### src/rtl/uart_tx_frame_if.sv
// Handshake and line bundle for uart_tx_frame.
// Word source side drives i_TX_DV/i_TX_Word, the transmitter drives the o_* status and line.
// With UART_TX_PARITY_EN defined, the bundle also carries i_Parity_Mode.
interface uart_tx_frame_if #(
   parameter int DATA_BITS = 8
);
   logic                 i_TX_DV;
   logic [DATA_BITS-1:0] i_TX_Word;
`ifdef UART_TX_PARITY_EN
   logic [1:0]           i_Parity_Mode;
`endif
   logic                 o_TX_Ready;
   logic                 o_TX_Active;
   logic                 o_TX_Serial;
   logic                 o_TX_Done;

`ifdef UART_TX_PARITY_EN
   modport master (
      output i_TX_DV, i_TX_Word, i_Parity_Mode,
      input  o_TX_Ready, o_TX_Active, o_TX_Serial, o_TX_Done
   );

   modport slave (
      input  i_TX_DV, i_TX_Word, i_Parity_Mode,
      output o_TX_Ready, o_TX_Active, o_TX_Serial, o_TX_Done
   );
`else
   modport master (
      output i_TX_DV, i_TX_Word,
      input  o_TX_Ready, o_TX_Active, o_TX_Serial, o_TX_Done
   );

   modport slave (
      input  i_TX_DV, i_TX_Word,
      output o_TX_Ready, o_TX_Active, o_TX_Serial, o_TX_Done
   );
`endif
endinterface

### src/rtl/uart_tx_frame.sv
// UART transmitter: start(0), DATA_BITS data LSB first, optional parity, STOP_BITS stop(1).
// Each serial bit lasts CLKS_PER_BIT clocks. A word is taken when i_TX_DV & o_TX_Ready.
// Optional feature macro: UART_TX_PARITY_EN adds i_Parity_Mode and the PARITY state
// (01 even, 10 odd, 00/11 no parity slot). Without the macro frames never carry parity.
module uart_tx_frame #(
   parameter int CLKS_PER_BIT = 217,
   parameter int DATA_BITS    = 8,
   parameter int STOP_BITS    = 1
) (
   input logic            i_Clock,
   input logic            i_Rst_L,
   uart_tx_frame_if.slave tx
);

   localparam int CNT_W = $clog2(CLKS_PER_BIT) + 1;
   localparam int IDX_W = $clog2(DATA_BITS);
   localparam logic [CNT_W-1:0] CNT_LAST  = CNT_W'(CLKS_PER_BIT - 1);
   localparam logic [IDX_W-1:0] DATA_LAST = IDX_W'(DATA_BITS - 1);
   localparam logic [IDX_W-1:0] STOP_LAST = IDX_W'(STOP_BITS - 1);

`ifdef UART_TX_PARITY_EN
   typedef enum logic [2:0] {
      S_IDLE   = 3'd0,
      S_START  = 3'd1,
      S_DATA   = 3'd2,
      S_STOP   = 3'd3,
      S_PARITY = 3'd4
   } state_t;
`else
   typedef enum logic [2:0] {
      S_IDLE   = 3'd0,
      S_START  = 3'd1,
      S_DATA   = 3'd2,
      S_STOP   = 3'd3
   } state_t;
`endif

   state_t               state;
   logic [CNT_W-1:0]     clk_cnt;
   logic [IDX_W-1:0]     bit_idx;   // data bit index in DATA, stop bit index in STOP
   logic [IDX_W-1:0]     next_idx;
   logic [DATA_BITS-1:0] word_q;
   logic                 xfer;

`ifdef UART_TX_PARITY_EN
   logic par_on;    // this frame carries a parity slot
   logic par_bit;   // parity value computed when the word was taken
   logic par_req;

   assign par_req = (tx.i_Parity_Mode == 2'b01) || (tx.i_Parity_Mode == 2'b10);
`endif

   assign xfer     = tx.i_TX_DV && tx.o_TX_Ready && (state == S_IDLE);
   assign next_idx = bit_idx + IDX_W'(1);

   // Capture the word (and its parity) on transfer; payload needs no reset.
   always_ff @(posedge i_Clock) begin
      if (xfer) begin
         word_q <= tx.i_TX_Word;
`ifdef UART_TX_PARITY_EN
         par_bit <= (tx.i_Parity_Mode == 2'b10) ? ~^tx.i_TX_Word : ^tx.i_TX_Word;
`endif
      end
   end

   // Frame sequencer with registered line and status outputs.
   always_ff @(posedge i_Clock or negedge i_Rst_L) begin
      if (!i_Rst_L) begin
         state          <= S_IDLE;
         clk_cnt        <= '0;
         bit_idx        <= '0;
         tx.o_TX_Serial <= 1'b1;
         tx.o_TX_Ready  <= 1'b1;
         tx.o_TX_Active <= 1'b0;
         tx.o_TX_Done   <= 1'b0;
`ifdef UART_TX_PARITY_EN
         par_on         <= 1'b0;
`endif
      end else begin
         tx.o_TX_Done <= 1'b0;
         case (state)
            S_IDLE: begin
               clk_cnt        <= '0;
               bit_idx        <= '0;
               tx.o_TX_Serial <= 1'b1;
               if (xfer) begin
                  // Start bit appears on the line right after the transfer edge.
                  state          <= S_START;
                  tx.o_TX_Ready  <= 1'b0;
                  tx.o_TX_Active <= 1'b1;
                  tx.o_TX_Serial <= 1'b0;
`ifdef UART_TX_PARITY_EN
                  par_on         <= par_req;
`endif
               end else begin
                  tx.o_TX_Ready  <= 1'b1;
                  tx.o_TX_Active <= 1'b0;
               end
            end

            S_START: begin
               if (clk_cnt == CNT_LAST) begin
                  clk_cnt        <= '0;
                  state          <= S_DATA;
                  tx.o_TX_Serial <= word_q[0];
               end else begin
                  clk_cnt <= clk_cnt + CNT_W'(1);
               end
            end

            S_DATA: begin
               if (clk_cnt == CNT_LAST) begin
                  clk_cnt <= '0;
                  if (bit_idx == DATA_LAST) begin
                     bit_idx <= '0;
`ifdef UART_TX_PARITY_EN
                     if (par_on) begin
                        state          <= S_PARITY;
                        tx.o_TX_Serial <= par_bit;
                     end else begin
                        state          <= S_STOP;
                        tx.o_TX_Serial <= 1'b1;
                     end
`else
                     state          <= S_STOP;
                     tx.o_TX_Serial <= 1'b1;
`endif
                  end else begin
                     bit_idx        <= next_idx;
                     tx.o_TX_Serial <= word_q[next_idx];
                  end
               end else begin
                  clk_cnt <= clk_cnt + CNT_W'(1);
               end
            end

`ifdef UART_TX_PARITY_EN
            S_PARITY: begin
               if (clk_cnt == CNT_LAST) begin
                  clk_cnt        <= '0;
                  state          <= S_STOP;
                  tx.o_TX_Serial <= 1'b1;
               end else begin
                  clk_cnt <= clk_cnt + CNT_W'(1);
               end
            end
`endif

            S_STOP: begin
               if (clk_cnt == CNT_LAST) begin
                  clk_cnt <= '0;
                  if (bit_idx == STOP_LAST) begin
                     // Back to IDLE: Done/Ready show in the first idle cycle,
                     // so a waiting word leaves exactly one idle-high cycle.
                     bit_idx        <= '0;
                     state          <= S_IDLE;
                     tx.o_TX_Done   <= 1'b1;
                     tx.o_TX_Ready  <= 1'b1;
                     tx.o_TX_Active <= 1'b0;
                     tx.o_TX_Serial <= 1'b1;
                  end else begin
                     bit_idx <= next_idx;
                  end
               end else begin
                  clk_cnt <= clk_cnt + CNT_W'(1);
               end
            end

            default: begin
               state          <= S_IDLE;
               clk_cnt        <= '0;
               bit_idx        <= '0;
               tx.o_TX_Serial <= 1'b1;
               tx.o_TX_Ready  <= 1'b1;
               tx.o_TX_Active <= 1'b0;
            end
         endcase
      end
   end

endmodule

### src/flat_wrapper.sv
// flat-port wrapper written by rule: the top's interface ports become plain ports
module uart_tx_frame_flat 
#(
   parameter int CLKS_PER_BIT = 217,
   parameter int DATA_BITS    = 8,
   parameter int STOP_BITS    = 1
)
  (i_Clock, i_Rst_L, tx_i_TX_DV, tx_i_TX_Word, tx_o_TX_Ready, tx_o_TX_Active, tx_o_TX_Serial, tx_o_TX_Done);
  uart_tx_frame_if #(.DATA_BITS(DATA_BITS)) tx_i ();
  input logic i_Clock;
  input logic i_Rst_L;
  input wire logic [$bits(tx_i.i_TX_DV)-1:0] tx_i_TX_DV;
  input wire logic [$bits(tx_i.i_TX_Word)-1:0] tx_i_TX_Word;
  output wire logic [$bits(tx_i.o_TX_Ready)-1:0] tx_o_TX_Ready;
  output wire logic [$bits(tx_i.o_TX_Active)-1:0] tx_o_TX_Active;
  output wire logic [$bits(tx_i.o_TX_Serial)-1:0] tx_o_TX_Serial;
  output wire logic [$bits(tx_i.o_TX_Done)-1:0] tx_o_TX_Done;
  assign tx_i.i_TX_DV = tx_i_TX_DV;
  assign tx_i.i_TX_Word = tx_i_TX_Word;
  assign tx_o_TX_Ready = tx_i.o_TX_Ready;
  assign tx_o_TX_Active = tx_i.o_TX_Active;
  assign tx_o_TX_Serial = tx_i.o_TX_Serial;
  assign tx_o_TX_Done = tx_i.o_TX_Done;
  uart_tx_frame #(.CLKS_PER_BIT(CLKS_PER_BIT), .DATA_BITS(DATA_BITS), .STOP_BITS(STOP_BITS)) u_core (.i_Clock(i_Clock), .i_Rst_L(i_Rst_L), .tx(tx_i));
endmodule
### config.mk
export PLATFORM = sky130hd
export DESIGN_NAME = uart_tx_frame_flat
export DESIGN_NICKNAME = d
export VERILOG_FILES = /design/src/rtl/uart_tx_frame_if.sv /design/src/rtl/uart_tx_frame.sv /design/src/flat_wrapper.sv
export SDC_FILE = /design/constraint.sdc
export NUM_CORES = 1
export LEC_CHECK = 0
export CAP_MARGIN = 20
export CORE_UTILIZATION = 30
export CTS_CLUSTER_DIAMETER = 100
export CTS_CLUSTER_SIZE = 40
export DETAILED_ROUTE_END_ITERATION = 8
export HOLD_SLACK_MARGIN = 0.02
export PLACE_DENSITY = 0.53
export SLEW_MARGIN = 20
export SYNTH_ARGS = -nofsm -noshare
export SYNTH_HDL_FRONTEND = slang
export SYNTH_SLANG_ARGS = --single-unit
### constraint.sdc
create_clock -name i_Clock -period 1.94 [get_ports i_Clock]
set_input_delay 0.291 -clock i_Clock [delete_from_list [all_inputs] [get_ports i_Clock]]
set_output_delay 0.291 -clock i_Clock [all_outputs]
set_load 0.05 [all_outputs]
==> results of run 1 <==
[layout by cell type (no fill, tap or decap), types with 5 or more instances in the layout]
| cell | synthesis | final |
|---|---|---|
| ha_1 | 10 | 10 |
| o21ai_0 | 6 | 6 |
| xor2_1 | 6 | 6 |
| nand3_1 | 5 | 5 |
| dfrtp_1 | 16 | 16 |
| inv_1 | 10 | 10 |
| nor2_1 | 13 | 13 |
| buf_4 | 0 | 6 |
| edfxtp_1 | 8 | 8 |
| a21oi_1 | 5 | 5 |
| clkdlybuf4s50_1 | 0 | 12 |
[registers in the layout (all words and copies together), names as in the netlist]
name and cells:
u_core.bit_idx 3, u_core.clk_cnt 9, u_core.state 2, u_core.tx.o_TX_Active 1
u_core.tx.o_TX_Done 1, u_core.tx.o_TX_Ready 1, u_core.tx.o_TX_Serial 1, u_core.word_q 8
[worst max-delay path: stages, from the launching register on]
cell      delay, ps
dfrtp_1         390
inv_1            60
ha_1            140
nand4_2          90
nor4_4          310
nand3b_4        170
a21oi_4         200
mux2_1          330
[worst paths after layout]
kind / from / end / depth (start not counted)
worst max-delay path: u_core.clk_cnt[1] / u_core.tx.o_TX_Active / 7
worst min-delay path: i_Rst_L / u_core.clk_cnt[7] / 2
worst max register to register: u_core.clk_cnt[1] / u_core.tx.o_TX_Active / 7
worst min register to register: u_core.tx.o_TX_Ready / u_core.tx.o_TX_Ready / 2
max in group asynchronous: i_Rst_L / u_core.tx.o_TX_Ready / 2
min in group i_Clock: u_core.tx.o_TX_Ready / u_core.tx.o_TX_Ready / 2
[power by group through the flow]
stage | registers (mW) | clock network, mW | logic, mW
2_1_floorplan | 0.902 | 0 | 0.667
3_3_place_gp | 0.832 | 0 | 0.986
3_5_place_dp | 0.840 | 0 | 0.995
4_1_cts | 0.828 | 0.319 | 0.999
5_1_grt | 0.847 | 0.348 | 1.12
6_report | 0.825 | 0.304 | 0.989
[layout make-up]
type / instances / area [µm²] / share of cell area, %
Sequential cell: 26 / 693.2 / 43.15
Multi-Input combinational cell: 79 / 603.1 / 37.54
Timing Repair Buffer: 18 / 165.2 / 10.28
Tap cell: 50 / 62.56 / 3.894
Clock buffer: 3 / 41.29 / 2.570
Inverter: 10 / 37.54 / 2.336
Clock inverter: 1 / 3.754 / 0.2336
[through the flow]
| stage | util [%] | instances | power [mW] | worst slack [ps] | hold slack [ps] |
|---|---|---|---|---|---|
| final | 38.77 | 187 | 2.117 | 143.4 | 341.0 |
| after global routing | 38.77 | 187 | 2.313 | 16.34 | 367.2 |
| after CTS | 38.77 | 187 | 2.147 | 46.14 | 348.7 |
| after detailed placement | 37.68 | 183 | 1.835 | 58.51 | 477.1 |
| after global placement | 37.68 | 183 | 1.818 | 98.38 | 474.6 |
| after floorplan | - | 116 | 1.569 | 125.9 | -4.591 |
[cell families after synthesis]
family / share of synthesized area (%)
fa+ha+maj: 9.346
flops: 51.78
xor+xnor: 4.580
simple gates: 17.66
mux: 5.607
buf+inv: 3.178
compound gates: 7.851
[routing by layer]
metal | GRT usage [%] | part of all wire (%) | up-vias
met5 | 0 | 0 | -
met4 | 3.571 | 1.3 | 0
met3 | 2.961 | 4.3 | 4
met2 | 18.87 | 48 | 21
met1 | 13.10 | 47 | 391
li1 | - | - | 440
==> flow_summary.json, run 1 <==
{
  "synthTopCellsByArea": "dfrtp_1 (30%), edfxtp_1 (18%), ha_1 (9.3%)",
  "globalplace.congestion": 0.7557,
  "maxSlewViolCount": 0,
  "pin_count": 15,
  "cp.required_ps": 2100,
  "hold_viol": 0,
  "grt_pass1_wl_um": 3822,
  "syn_nets": 137,
  "grt_pass1_vias": 886,
  "area_growth_pct": 20.00,
  "avgRoutedWirePerCell_um": 11.55,
  "syn_area_um2": 1339,
  "netlist_instances": 116,
  "hpwl_um": 1707,
  "cts_setup_buffers": 0,
  "routed_wl_um": 2159,
  "ctsHoldBuffers": 0,
  "clkPwrFrac_pct": 14.4,
  "num_vias": 856,
  "rsz0062_at_grt": "no",
  "yosysWarnings": 0,
  "port-buffer-count": 14,
  "cts_root_buf": "clkbuf_8",
  "cts_buffer_depth": 2,
  "drive_gt1_share_pct": 13.14,
  "worstSetupPathType": "flop to flop",
  "synth_async_sr_flop_share_pct": 69.23,
  "power_switching_uw": 833.1,
  "dr.pass1.iters": 4,
  "start_util_pct": 32.31,
  "arrival_ps": 1950,
  "viasPerCell": 4.578,
  "clk_pin_slew_ps": 90,
  "final-setup-viol-count": 0,
  "clock_sinks": 26,
  "switching_share_pct": 39.34,
  "skew_ps": 2.391,
  "rrSetupSlack_ps": 140,
  "grt_max_degree": 19,
  "antenna_found_initial": 0,
  "setup_tns_ps": 0,
  "drv_cap": 0,
  "cp-end-kind": "flop",
  "netlist.area_leader.share_pct": 29.91,
  "p_per_area_nw_per_um2": 1318,
  "timing.fmax_mhz": 556.6,
  "ctsResizeCount": 0,
  "p_leak_nw": 0.7199,
  "synth_ff_type": "dfrtp_1",
  "ys_seq_elements": 26,
  "drc": 0,
  "period_needed_ps": 1797,
  "cts_tree": "done",
  "p_seq_share_pct": 38.9,
  "tightest_slew_ps": 500.9,
  "placed_cell_area_um2": 1562,
  "peakVddDrop_mv": 0.5681,
  "rows": 23,
  "p_int_mw": 1.284,
  "die-area_um2": 4733,
  "p_comb_share_pct": 46.7,
  "insertion_delay_ps": 270,
  "start_kind": "flop",
  "grt_usage_pct": 10.93,
  "design_area_um2": 1607,
  "ant_nets": 0,
  "die_w_um": 68.80,
  "overflow": 0,
  "final_nets": 159,
  "diodes": 0,
  "hold_class": "primary input to asynchronous set/reset pin",
  "fin_crit_sh_pct": 92.61,
  "syn_area_per_cell_um2": 11.54,
  "htreeDepth": 1,
  "synth_top_area_cell": "dfrtp_1",
  "fillers": 417,
  "synth.distinct_cells": 33,
  "dieHeight_um": 68.80,
  "status": "finished clean",
  "path_max_fanout": 5,
  "synth.yosys.seq_area_share_pct": 51.78,
  "synth-edff-count": 8,
  "cts_made_buffers": 3,
  "core_um2": 4144,
  "slew_headroom_pct": 66.50,
  "synth_most_common_cell": "dfrtp_1",
  "drtIter0Drc": 43,
  "synth_common_cells": "dfrtp_1 (16), nor2_1 (13), ha_1 (10), inv_1 (10), edfxtp_1 (8)"
}
(Power assumes the default switching activity.)
==> inputs of run 2 (changes only) <==
- PLACE_DENSITY: 0.53 -> 0.51
==> flow_summary.json, run 2 (synthesis results as in run 1) <==
{
  "cts_buffer_depth": 2,
  "hold_viol": 0,
  "critPathMaxStageDelay_ps": 380,
  "die_w_um": 68.80,
  "timing.fmax_mhz": 555.1,
  "rrSetupSlack_ps": 140,
  "overflow": 0,
  "cp.required_ps": 2100,
  "skew_ps": 5.114,
  "final_common_cell": "dfrtp_1",
  "antenna_found_initial": 0,
  "cts_root_buf": "clkbuf_8",
  "worstSetupPathType": "flop to flop",
  "whs_ps": 270.4,
  "drc": 0,
  "reg_top3": "u_core.clk_cnt: 9 flops, u_core.word_q: 8 flops, u_core.bit_idx: 3 flops",
  "dieHeight_um": 68.80,
  "crit_family": "simple AND/OR/NAND/NOR gates",
  "clk_pin_slew_ps": 90,
  "multi_input_area_um2": 603.1,
  "crit_chain": "inv_1 -> ha_1 -> nand4_2 -> nor4_4 -> nand3b_4 -> a21oi_4 -> mux2_1",
  "num_vias": 860,
  "area_growth_pct": 20.00,
  "final_util_pct": 38.77,
  "path_buf_inv": 1,
  "rsz0062_at_grt": "no",
  "hold_class": "primary input to asynchronous set/reset pin",
  "hpwl_um": 1752,
  "start_util_pct": 32.31,
  "tightest_slew_ps": 501.4,
  "fillers": 410,
  "clock_sinks": 26,
  "p_per_area_nw_per_um2": 1314,
  "regArea_um2": 693.2,
  "setup_tns_ps": 0,
  "maxSlewViolCount": 0,
  "insertion_delay_ps": 270,
  "rows": 23,
  "drtIter0Drc": 61,
  "start_kind": "flop",
  "ctsResizeCount": 0,
  "placed_cell_area_um2": 1562,
  "pin_count": 15,
  "grt_pass1_vias": 869,
  "status": "finished clean",
  "instances_no_fill": 187,
  "port-buffer-count": 14,
  "grt_pass1_wl_um": 3898,
  "path_max_fanout": 5,
  "p_leak_nw": 0.7199,
  "crit_slowest_cell": "dfrtp_1",
  "dp_slack_ps": 40.93,
  "core_um2": 4144,
  "largest_register_ffs": 9,
  "final-setup-viol-count": 0,
  "dr.pass1.iters": 4,
  "grt_usage_pct": 11.27,
  "design_area_um2": 1607,
  "cts_tree": "done",
  "fin_crit_sh_pct": 92.87,
  "globalplace.congestion": 0.8255,
  "grt_max_degree": 15,
  "htreeDepth": 1,
  "cts_made_buffers": 3,
  "viasPerCell": 4.599,
  "mostFrequentLayoutCells": "dfrtp_1 (16), nor2_1 (13), clkdlybuf4s50_1 (12)",
  "ant_nets": 0,
  "diodes": 0,
  "routed_wl_um": 2189,
  "drv_cap": 0,
  "avgRoutedWirePerCell_um": 11.71,
  "cts_setup_buffers": 0,
  "ctsHoldBuffers": 0,
  "cp-end-kind": "flop",
  "top_register": "u_core.clk_cnt",
  "period_needed_ps": 1802,
  "final_nets": 159,
  "die-area_um2": 4733,
  "slew_headroom_pct": 66.47,
  "layout_setup_ws_ps": 138.4,
  "arrival_ps": 1960,
  "placed_cells": 183,
  "finalPower_mw": 2.112,
  "drive_gt1_share_pct": 13.14,
  "peakVddDrop_mv": 0.5711
}
[run 2: cell counts in the layout (fill, tap and decap cells not counted)]
No cell type changed its count.
[run 2: final timing paths]
kind                       cells past startpoint                  from                    end
min in group i_Clock                           2  u_core.tx.o_TX_Ready   u_core.tx.o_TX_Ready
hold reg to reg                                2  u_core.tx.o_TX_Ready   u_core.tx.o_TX_Ready
max in group asynchronous                      2               i_Rst_L      u_core.clk_cnt[4]
setup reg to reg                               7     u_core.clk_cnt[0]  u_core.tx.o_TX_Active
setup / recovery                               7     u_core.clk_cnt[0]  u_core.tx.o_TX_Active
hold / removal                                 1               i_Rst_L  u_core.tx.o_TX_Active
[run 2: power by group]
part / leakage (nW) / switching (mW) / internal, mW / total [mW]
logic: 0.389 / 0.561 / 0.423 / 0.984
clock network: 0.0231 / 0.162 / 0.142 / 0.303
registers: 0.307 / 0.104 / 0.721 / 0.824
total: 0.720 / 0.827 / 1.28 / 2.11
[run 2: area by class of cell]
type | count | share of cell area (%)
clock buffer | 3 | 2.570
tap | 50 | 3.894
sequential | 26 | 43.15
inverter | 10 | 2.336
timing repair buffer | 18 | 10.28
multi-input combinational | 79 | 37.54
clock inverter | 1 | 0.2336
[run 2: layer usage]
metal | up-vias | track usage [%] | wire length [µm]
met5 | - | 0 | 0
met1 | 392 | 14.01 | 1055
met2 | 23 | 19.24 | 1020
met3 | 0 | 3.947 | 113
met4 | 0 | 1.531 | 0
li1 | 445 | - | -
==> inputs of run 3 (changes only) <==
- CORE_UTILIZATION: 30 -> 45
- PLACE_DENSITY: 0.51 -> 0.7
==> flow_summary.json, run 3 (synthesis results as in run 1) <==
{
  "rsz0062_at_grt": "no",
  "cts_setup_buffers": 0,
  "period_needed_ps": 1806,
  "crit_family": "simple AND/OR/NAND/NOR gates",
  "final_nets": 159,
  "drc": 0,
  "top_register": "u_core.clk_cnt",
  "arrival_ps": 2030,
  "cts_buffer_depth": 2,
  "hpwl_um": 1773,
  "critPathMaxStageDelay_ps": 410,
  "ant_nets": 0,
  "ctsHoldBuffers": 0,
  "final-setup-viol-count": 0,
  "hold_viol": 0,
  "start_kind": "flop",
  "die_w_um": 56.55,
  "num_vias": 899,
  "cts_made_buffers": 3,
  "path_buf_inv": 1,
  "area_growth_pct": 16.82,
  "mostFrequentLayoutCells": "dfrtp_1 (16), nor2_1 (13), clkdlybuf4s50_1 (12)",
  "globalplace.congestion": 0.8163,
  "grt_pass1_vias": 964,
  "rows": 19,
  "grt_usage_pct": 16.50,
  "dr.pass1.iters": 4,
  "grt-busiest-layer": "met2",
  "worstSetupPathType": "flop to flop",
  "status": "finished clean",
  "finalPower_mw": 2.060,
  "cts_tree": "done",
  "overflow": 0,
  "cts_root_buf": "clkbuf_4",
  "clk_pin_slew_ps": 140,
  "skew_ps": 6.256,
  "timing.fmax_mhz": 553.7,
  "reg_top3": "u_core.clk_cnt: 9 flops, u_core.word_q: 8 flops, u_core.bit_idx: 3 flops",
  "drtIter0Drc": 40,
  "largest_register_ffs": 9,
  "fin_crit_sh_pct": 93.10,
  "die-area_um2": 3197,
  "antenna_found_initial": 0,
  "use_met2_pct": 29.58,
  "peakVddDrop_mv": 1.043,
  "grt_pass1_wl_um": 4126,
  "fillers": 226,
  "drive_gt1_share_pct": 13.14,
  "p_per_area_nw_per_um2": 1317,
  "cp-end-kind": "flop",
  "crit_chain": "inv_1 -> ha_1 -> nand4_2 -> nor4_4 -> nand3b_4 -> a21oi_4 -> mux2_1",
  "port-buffer-count": 14,
  "start_util_pct": 48.13,
  "avgRoutedWirePerCell_um": 13.86,
  "crit_slowest_cell": "dfrtp_1",
  "hold_class": "primary input to asynchronous set/reset pin",
  "tightest_slew_ps": 489.5,
  "insertion_delay_ps": 320,
  "pin_count": 15,
  "drv_cap": 0,
  "gr-usage-met3_pct": 2.304,
  "core_um2": 2781,
  "cp.required_ps": 2170,
  "maxSlewViolCount": 0,
  "grt_max_degree": 19,
  "slew_headroom_pct": 67.26,
  "htreeDepth": 1,
  "routed_wl_um": 2328,
  "p_leak_nw": 0.7119,
  "diodes": 0,
  "dieHeight_um": 56.55,
  "path_max_fanout": 5,
  "final_common_cell": "dfrtp_1",
  "met1_usage_pct": 20.03,
  "rrSetupSlack_ps": 130,
  "ctsResizeCount": 0,
  "clock_sinks": 26,
  "viasPerCell": 5.351,
  "setup_tns_ps": 0
}
-- run 3: cell counts in the layout (fill, tap and decap cells not counted) --
No cell type changed its count.
-- run 3: final cells by class --
class,count,area [µm²],area share [%]
Timing Repair Buffer,18,165.2,10.56
Inverter,10,37.54,2.400
Sequential cell,26,693.2,44.32
Clock inverter,1,3.754,0.2400
Clock buffer,3,22.52,1.440
Multi-Input combinational cell,79,603.1,38.56
Tap cell,31,38.79,2.480
-- run 3: metal layers --
layer | vias to the layer above | share of wire (%) | wire, µm
met1 | 432 | 44 | 1030
li1 | 440 | - | -
met3 | 5 | 3.3 | 76
met4 | 0 | 1.5 | 36
met5 | - | 0 | 0
met2 | 22 | 51 | 1185
-- run 3: stage by stage --
step                hold WS, ps  instances  area (µm²)  setup WS, ps  utilization (%)
floorplan                -4.591        116        1339         125.9                -
global placement          473.6        164        1538         126.8            55.29
detailed placement        478.3        164        1538         49.86            55.29
CTS                       281.8        168        1564         18.07            56.23
global route              310.5        168        1564        0.8049            56.23
finish                    272.0        168        1564         133.9            56.23
-- run 3: power by group --
group | switching [mW] | total, mW | internal (mW)
sequential | 0.103 | 0.823 | 0.720
clock | 0.161 | 0.236 | 0.0754
combinational | 0.577 | 1.00 | 0.424
total | 0.840 | 2.06 | 1.22
-- run 3: path summary, 6_finish.rpt --
path	from	to	cells after the start
max in group asynchronous	i_Rst_L	u_core.tx.o_TX_Serial	2
min in group i_Clock	u_core.tx.o_TX_Ready	u_core.tx.o_TX_Ready	2
worst min-delay path	i_Rst_L	u_core.clk_cnt[6]	2
worst min register to register	u_core.tx.o_TX_Ready	u_core.tx.o_TX_Ready	2
worst max register to register	u_core.clk_cnt[0]	u_core.tx.o_TX_Active	7
worst max-delay path	u_core.clk_cnt[0]	u_core.tx.o_TX_Active	7
